`src/rtl/alu2_seq_pkg.sv`:
```
// Shared types and widths for the wide ALU byte sequencer.
package alu2_seq_pkg;

  typedef enum logic [1:0] {IDLE, ISSUE, WAIT, RESP} seq_state_e;

  localparam int BYTE_W = 8;
  localparam int OPC_W  = 3;

endpackage

```
`src/rtl/alu2_wide_sequencer.sv`:
```
// Splits one BYTES-wide command into LSB-first byte ops on a carry4_alu2, chaining carry.
// Optional ALU2_SEQ_TIMEOUT_EN bounds each WAIT and reports rsp_error on expiry.
module alu2_wide_sequencer
  import alu2_seq_pkg::*;
#(
  parameter int BYTES          = 4,
  parameter int TIMEOUT_CYCLES = 255
) (
  input  logic                    aclk,
  input  logic                    aresetn,
  input  logic                    cmd_valid,
  output logic                    cmd_ready,
  input  logic [OPC_W-1:0]        cmd_opcode,
  input  logic                    cmd_carryin,
  input  logic [BYTE_W*BYTES-1:0] cmd_operand0,
  input  logic [BYTE_W*BYTES-1:0] cmd_operand1,
  output logic                    rsp_valid,
  input  logic                    rsp_ready,
  output logic [BYTE_W*BYTES-1:0] rsp_result,
  output logic                    rsp_carryflag,
  output logic                    rsp_zeroflag,
  output logic                    rsp_signflag,
  output logic                    rsp_error,
  output logic                    alu_enable,
  output logic                    alu_write,
  output logic                    alu_strobe,
  output logic                    alu_carryflag,
  output logic [OPC_W-1:0]        alu_opcode,
  output logic [BYTE_W-1:0]       alu_operand0,
  output logic [BYTE_W-1:0]       alu_operand1,
  input  logic [BYTE_W-1:0]       alu_result,
  input  logic                    alu_carry_o,
  input  logic                    alu_zero_o,
  input  logic                    alu_sign_o,
  input  logic                    alu_ready
);

  localparam int W  = BYTE_W * BYTES;
  localparam int IW = (BYTES > 1) ? $clog2(BYTES) : 1;

  seq_state_e     state_q;
  logic [IW-1:0]  idx_q;
  logic [W-1:0]   op0_q, op1_q, res_q;
  logic           zacc_q;

  logic [W-1:0]   res_d;
  logic [IW-1:0]  idx_d;
  logic           last;
  logic           tmo_hit;

  always_comb begin
    res_d = res_q;
    res_d[BYTE_W*idx_q +: BYTE_W] = alu_result;
    idx_d = idx_q + IW'(1);
    last  = (idx_q == IW'(BYTES-1));
  end

`ifdef ALU2_SEQ_TIMEOUT_EN
  localparam int TW = $clog2(TIMEOUT_CYCLES + 1);
  logic [TW-1:0] tmo_q;

  assign tmo_hit = (state_q == WAIT) && !alu_ready && (tmo_q + TW'(1) == TW'(TIMEOUT_CYCLES));

  always_ff @(posedge aclk or negedge aresetn) begin
    if (!aresetn) begin
      tmo_q     <= '0;
      rsp_error <= 1'b0;
    end else begin
      if (state_q == ISSUE)     tmo_q <= '0;
      else if (state_q == WAIT) tmo_q <= tmo_q + TW'(1);
      if (tmo_hit)                           rsp_error <= 1'b1;
      else if (state_q == RESP && rsp_ready) rsp_error <= 1'b0;
    end
  end
`else
  assign tmo_hit   = 1'b0;
  assign rsp_error = (TIMEOUT_CYCLES < 0);
`endif

  always_ff @(posedge aclk or negedge aresetn) begin
    if (!aresetn) begin
      state_q       <= IDLE;
      idx_q         <= '0;
      op0_q         <= '0;
      op1_q         <= '0;
      res_q         <= '0;
      zacc_q        <= 1'b0;
      cmd_ready     <= 1'b1;
      rsp_valid     <= 1'b0;
      rsp_result    <= '0;
      rsp_carryflag <= 1'b0;
      rsp_zeroflag  <= 1'b0;
      rsp_signflag  <= 1'b0;
      alu_enable    <= 1'b0;
      alu_write     <= 1'b0;
      alu_strobe    <= 1'b0;
      alu_carryflag <= 1'b0;
      alu_opcode    <= '0;
      alu_operand0  <= '0;
      alu_operand1  <= '0;
    end else begin
      case (state_q)
        IDLE: if (cmd_valid) begin
          // Byte 0 is presented straight from the command so ISSUE starts next cycle.
          op0_q         <= cmd_operand0;
          op1_q         <= cmd_operand1;
          res_q         <= '0;
          idx_q         <= '0;
          zacc_q        <= 1'b1;
          cmd_ready     <= 1'b0;
          alu_enable    <= 1'b1;
          alu_write     <= 1'b1;
          alu_strobe    <= 1'b1;
          alu_carryflag <= cmd_carryin;
          alu_opcode    <= cmd_opcode;
          alu_operand0  <= cmd_operand0[BYTE_W-1:0];
          alu_operand1  <= cmd_operand1[BYTE_W-1:0];
          state_q       <= ISSUE;
        end
        ISSUE: begin
          alu_write  <= 1'b0;
          alu_strobe <= 1'b0;
          state_q    <= WAIT;
        end
        WAIT: if (alu_ready) begin
          res_q         <= res_d;
          zacc_q        <= zacc_q & alu_zero_o;
          alu_carryflag <= alu_carry_o;
          if (last) begin
            alu_enable    <= 1'b0;
            rsp_valid     <= 1'b1;
            rsp_result    <= res_d;
            rsp_carryflag <= alu_carry_o;
            rsp_zeroflag  <= zacc_q & alu_zero_o;
            rsp_signflag  <= alu_sign_o;
            state_q       <= RESP;
          end else begin
            idx_q        <= idx_d;
            alu_write    <= 1'b1;
            alu_strobe   <= 1'b1;
            alu_operand0 <= op0_q[BYTE_W*idx_d +: BYTE_W];
            alu_operand1 <= op1_q[BYTE_W*idx_d +: BYTE_W];
            state_q      <= ISSUE;
          end
        end else if (tmo_hit) begin
          alu_enable    <= 1'b0;
          rsp_valid     <= 1'b1;
          rsp_result    <= '0;
          rsp_carryflag <= 1'b0;
          rsp_zeroflag  <= 1'b0;
          rsp_signflag  <= 1'b0;
          state_q       <= RESP;
        end
        RESP: if (rsp_ready) begin
          rsp_valid <= 1'b0;
          cmd_ready <= 1'b1;
          state_q   <= IDLE;
        end
        default: state_q <= IDLE;
      endcase
    end
  end

endmodule

```
`config.mk`:
```
export PLATFORM = sky130hd
export DESIGN_NAME = alu2_wide_sequencer
export DESIGN_NICKNAME = d
export VERILOG_FILES = /design/src/rtl/alu2_seq_pkg.sv /design/src/rtl/alu2_wide_sequencer.sv
export SDC_FILE = /design/constraint.sdc
export NUM_CORES = 1
export LEC_CHECK = 0
export CAP_MARGIN = 10
export CORE_MARGIN = 4
export CORE_UTILIZATION = 55
export CTS_CLUSTER_DIAMETER = 40
export DETAILED_ROUTE_END_ITERATION = 8
export PLACE_DENSITY_LB_ADDON = 0.3
export REMOVE_ABC_BUFFERS = 1
export SETUP_SLACK_MARGIN = 0.05
export SLEW_MARGIN = 20
export SYNTH_ARGS = -nofsm -noshare
export SYNTH_HDL_FRONTEND = slang
export SYNTH_SLANG_ARGS = --single-unit
```
`constraint.sdc`:
```
create_clock -name aclk -period 6.5 [get_ports aclk]
set_clock_uncertainty 0.15 [all_clocks]
set_input_delay 0.975 -clock aclk [delete_from_list [all_inputs] [get_ports aclk]]
set_output_delay 0.975 -clock aclk [all_outputs]
set_load 0.05 [all_outputs]
```
==> out/metrics.yaml <==
synth.area.top_cells: "dfrtp_1 (56%), nand2_1 (11%), a22o_1 (4.1%)"
synth_ff_type: "dfrtp_1"
syn_inst: 726
finalCritPeriodShare_pct: 48.1
max_cap_violations: 0
critPathLaunchType: "flop"
cts_tree: "done"
layout_commonest_cell: "nand2_1"
layout.nets: 928
tns_ns: 0
io_pins: 145
holdCritPathClass: "flop to flop"
dieArea_um2: 14700
wl_met2_mm: 8.94
worst_pin_slew_ns: 1.05
path_max_fanout: 57
max-slew-margin-rel_pct: 29.6
start_util_pct: 56.1
maxSlewViolCount: 0
std_cell_rows: 41
post_cts_buffers: 0
met1_length_mm: 7.53
startpoint: "idx_q[0]"
yosys.area.top_type_share_pct: 56.2
rr_endpoint: "rsp_result[14]"
ant_nets: 0
yosysUniqueCellTypes: 40
antenna_found_initial: 0
rrSetupSlack_ns: 3.38
powerDensity_nw_per_um2: 484
crit_type: "flop to flop"
grt_util_all_layers_pct: 25.6
setup_viol: 0
path_clk_slew_ns: 0.06
cts_root_buffer: "clkbuf_16"
r2r_start: "idx_q[0]"
outcome: "completed"
min_period_ns: 3.12
total_power_mw: 4.45
r2r_cells: 5
die_h_um: 121
fin_area_um2: 9180
syn_avg_cell_area_um2: 9.75
die_w_um: 121
clockBufferDepth: 2
ctsHoldBuffers: 0
drtIter0Drc: 457
htreeDepth: 4
port_buffers: 143
fmax_mhz: 320
cp-endpoint: "rsp_result[14]"
routedWlPerCell_um: 17.7
synth_edf_count: 0
top_layer: "met4"
synthArstFlopShare_pct: 100
avgViaCountPerCell: 5.77
grt_pass1_wl_mm: 29.8
min_path_cells: 2
drtPass1Iterations: 5
place_area_um2: 8540
grt_max_degree: 99
cts_resized: 0
grt_pass1_vias: 6081
synth_top_area_cell: "dfrtp_1"
core_um2: 12600
netlist_area_um2: 7080
hold_viol_final: 0
cts_inserted_buffers: 17
drive_above_1_share_pct: 7.52
post-route-util_pct: 72.7
wl_met3_mm: 1.22
ys_seq_area_share_pct: 56.6
gr-total-overflow: 0
insertion_delay_ns: 0.42
num_antenna_cells: 0
ys_warn_count: 0
cp-end-kind: "flop"
vias: 5898
grt_setup_unrepaired: "false"
cp.arrival_ns: 3.26
cts_sinks: 160
drt-total-wl_mm: 18.1
ys_ff_latch: 160
ir_drop_mv: 0.251
gp_congestion: 0.810
areaGrowthSynthToFinish_pct: 29.7
final_cell_mix: "nand2_1 (214), dfrtp_1 (158), clkdlybuf4s50_1 (142)"
p_leak_nw: 4.26
cp.required_ns: 6.63
drc: 0
dp_hpwl_mm: 11.7
[worst min-delay path by stage]
stage | start | end | slack [ns]
floorplan | op0_q[10] | op0_q[10] | 0.29
global route | op0_q[31] | op0_q[31] | 0.34
finish | op0_q[15] | op0_q[15] | 0.32
global placement | op0_q[27] | op0_q[27] | 0.30
detailed placement | op0_q[10] | op0_q[10] | 0.30
CTS | op0_q[15] | op0_q[15] | 0.32
[registers in the layout (all words and copies together), names as in the netlist]
| signal | flops |
|---|---|
| op0_q | 32 |
| rsp_valid | 1 |
| alu_operand1 | 8 |
| idx_q | 2 |
| rsp_signflag | 1 |
| alu_opcode | 3 |
| alu_carryflag | 1 |
| state_q | 2 |
| rsp_result | 32 |
| cmd_ready | 1 |
| res_q | 32 |
| alu_strobe | 1 |
| alu_operand0 | 8 |
| zacc_q | 1 |
| rsp_carryflag | 1 |
| alu_enable | 1 |
| rsp_zeroflag | 1 |
| op1_q | 32 |
[critical path, stage by stage (launching register included)]
cell	delay, ns
dfrtp_2	0.35
buf_4	0.52
ha_1	0.38
nand4b_1	0.85
a221oi_1	0.60
nor2_1	0.10
[where the power goes]
group          switching [mW]  internal, mW
Clock                   0.402         0.663
Combinational            1.16         0.649
Sequential              0.229          1.34
Total                    1.79          2.66
[synth_stat cells (all sizes together) (18+ instances only)]
cell and number:
buf 24, nor2 53, a221oi 18, nand2 214, a22o 33, dfrtp 159, nor2b 22, a21oi 23
nand3 19, clkbuf 34
[cell families (layout without fill, tap and decap cells)]
| kind of cell | Yosys count | after routing | synth area share (%) |
|---|---|---|---|
| compound gates | 141 | 141 | 14.7 |
| other cells | 1 | 1 | 0.0530 |
| mux | 20 | 20 | 3.11 |
| flops | 160 | 160 | 56.6 |
| buf+inv | 66 | 191 | 4.08 |
| simple gates | 332 | 332 | 20.4 |
| fa+ha+maj | 6 | 6 | 1.06 |
[metrics by stage]
step                      worst slack (ns)  instances  hold WS, ns
after CTS                             3.37       1023        0.320
after floorplan                       2.27        668        0.288
after global placement                3.21        991        0.300
after detailed placement              3.04        991        0.305
after global routing                  3.11       1023        0.336
final                                 3.38       1023        0.320
[metal layers]
layer / GRT usage (%) / vias to the layer above
li1: - / 2715
met1: 32.6 / 2896
met2: 43.0 / 247
met3: 5.78 / 40
met4: 9.31 / 0
met5: 0 / -
[layout make-up]
class / instances / area [um2]
clock inverters: 13 / 185
well taps: 172 / 215
flip-flops and latches: 160 / 4010
multi-input cells: 500 / 2800
inverters: 8 / 30.0
fillers: 936 / 3440
repair buffers: 151 / 1490
clock buffers: 19 / 453
(Power assumes the default switching activity.)
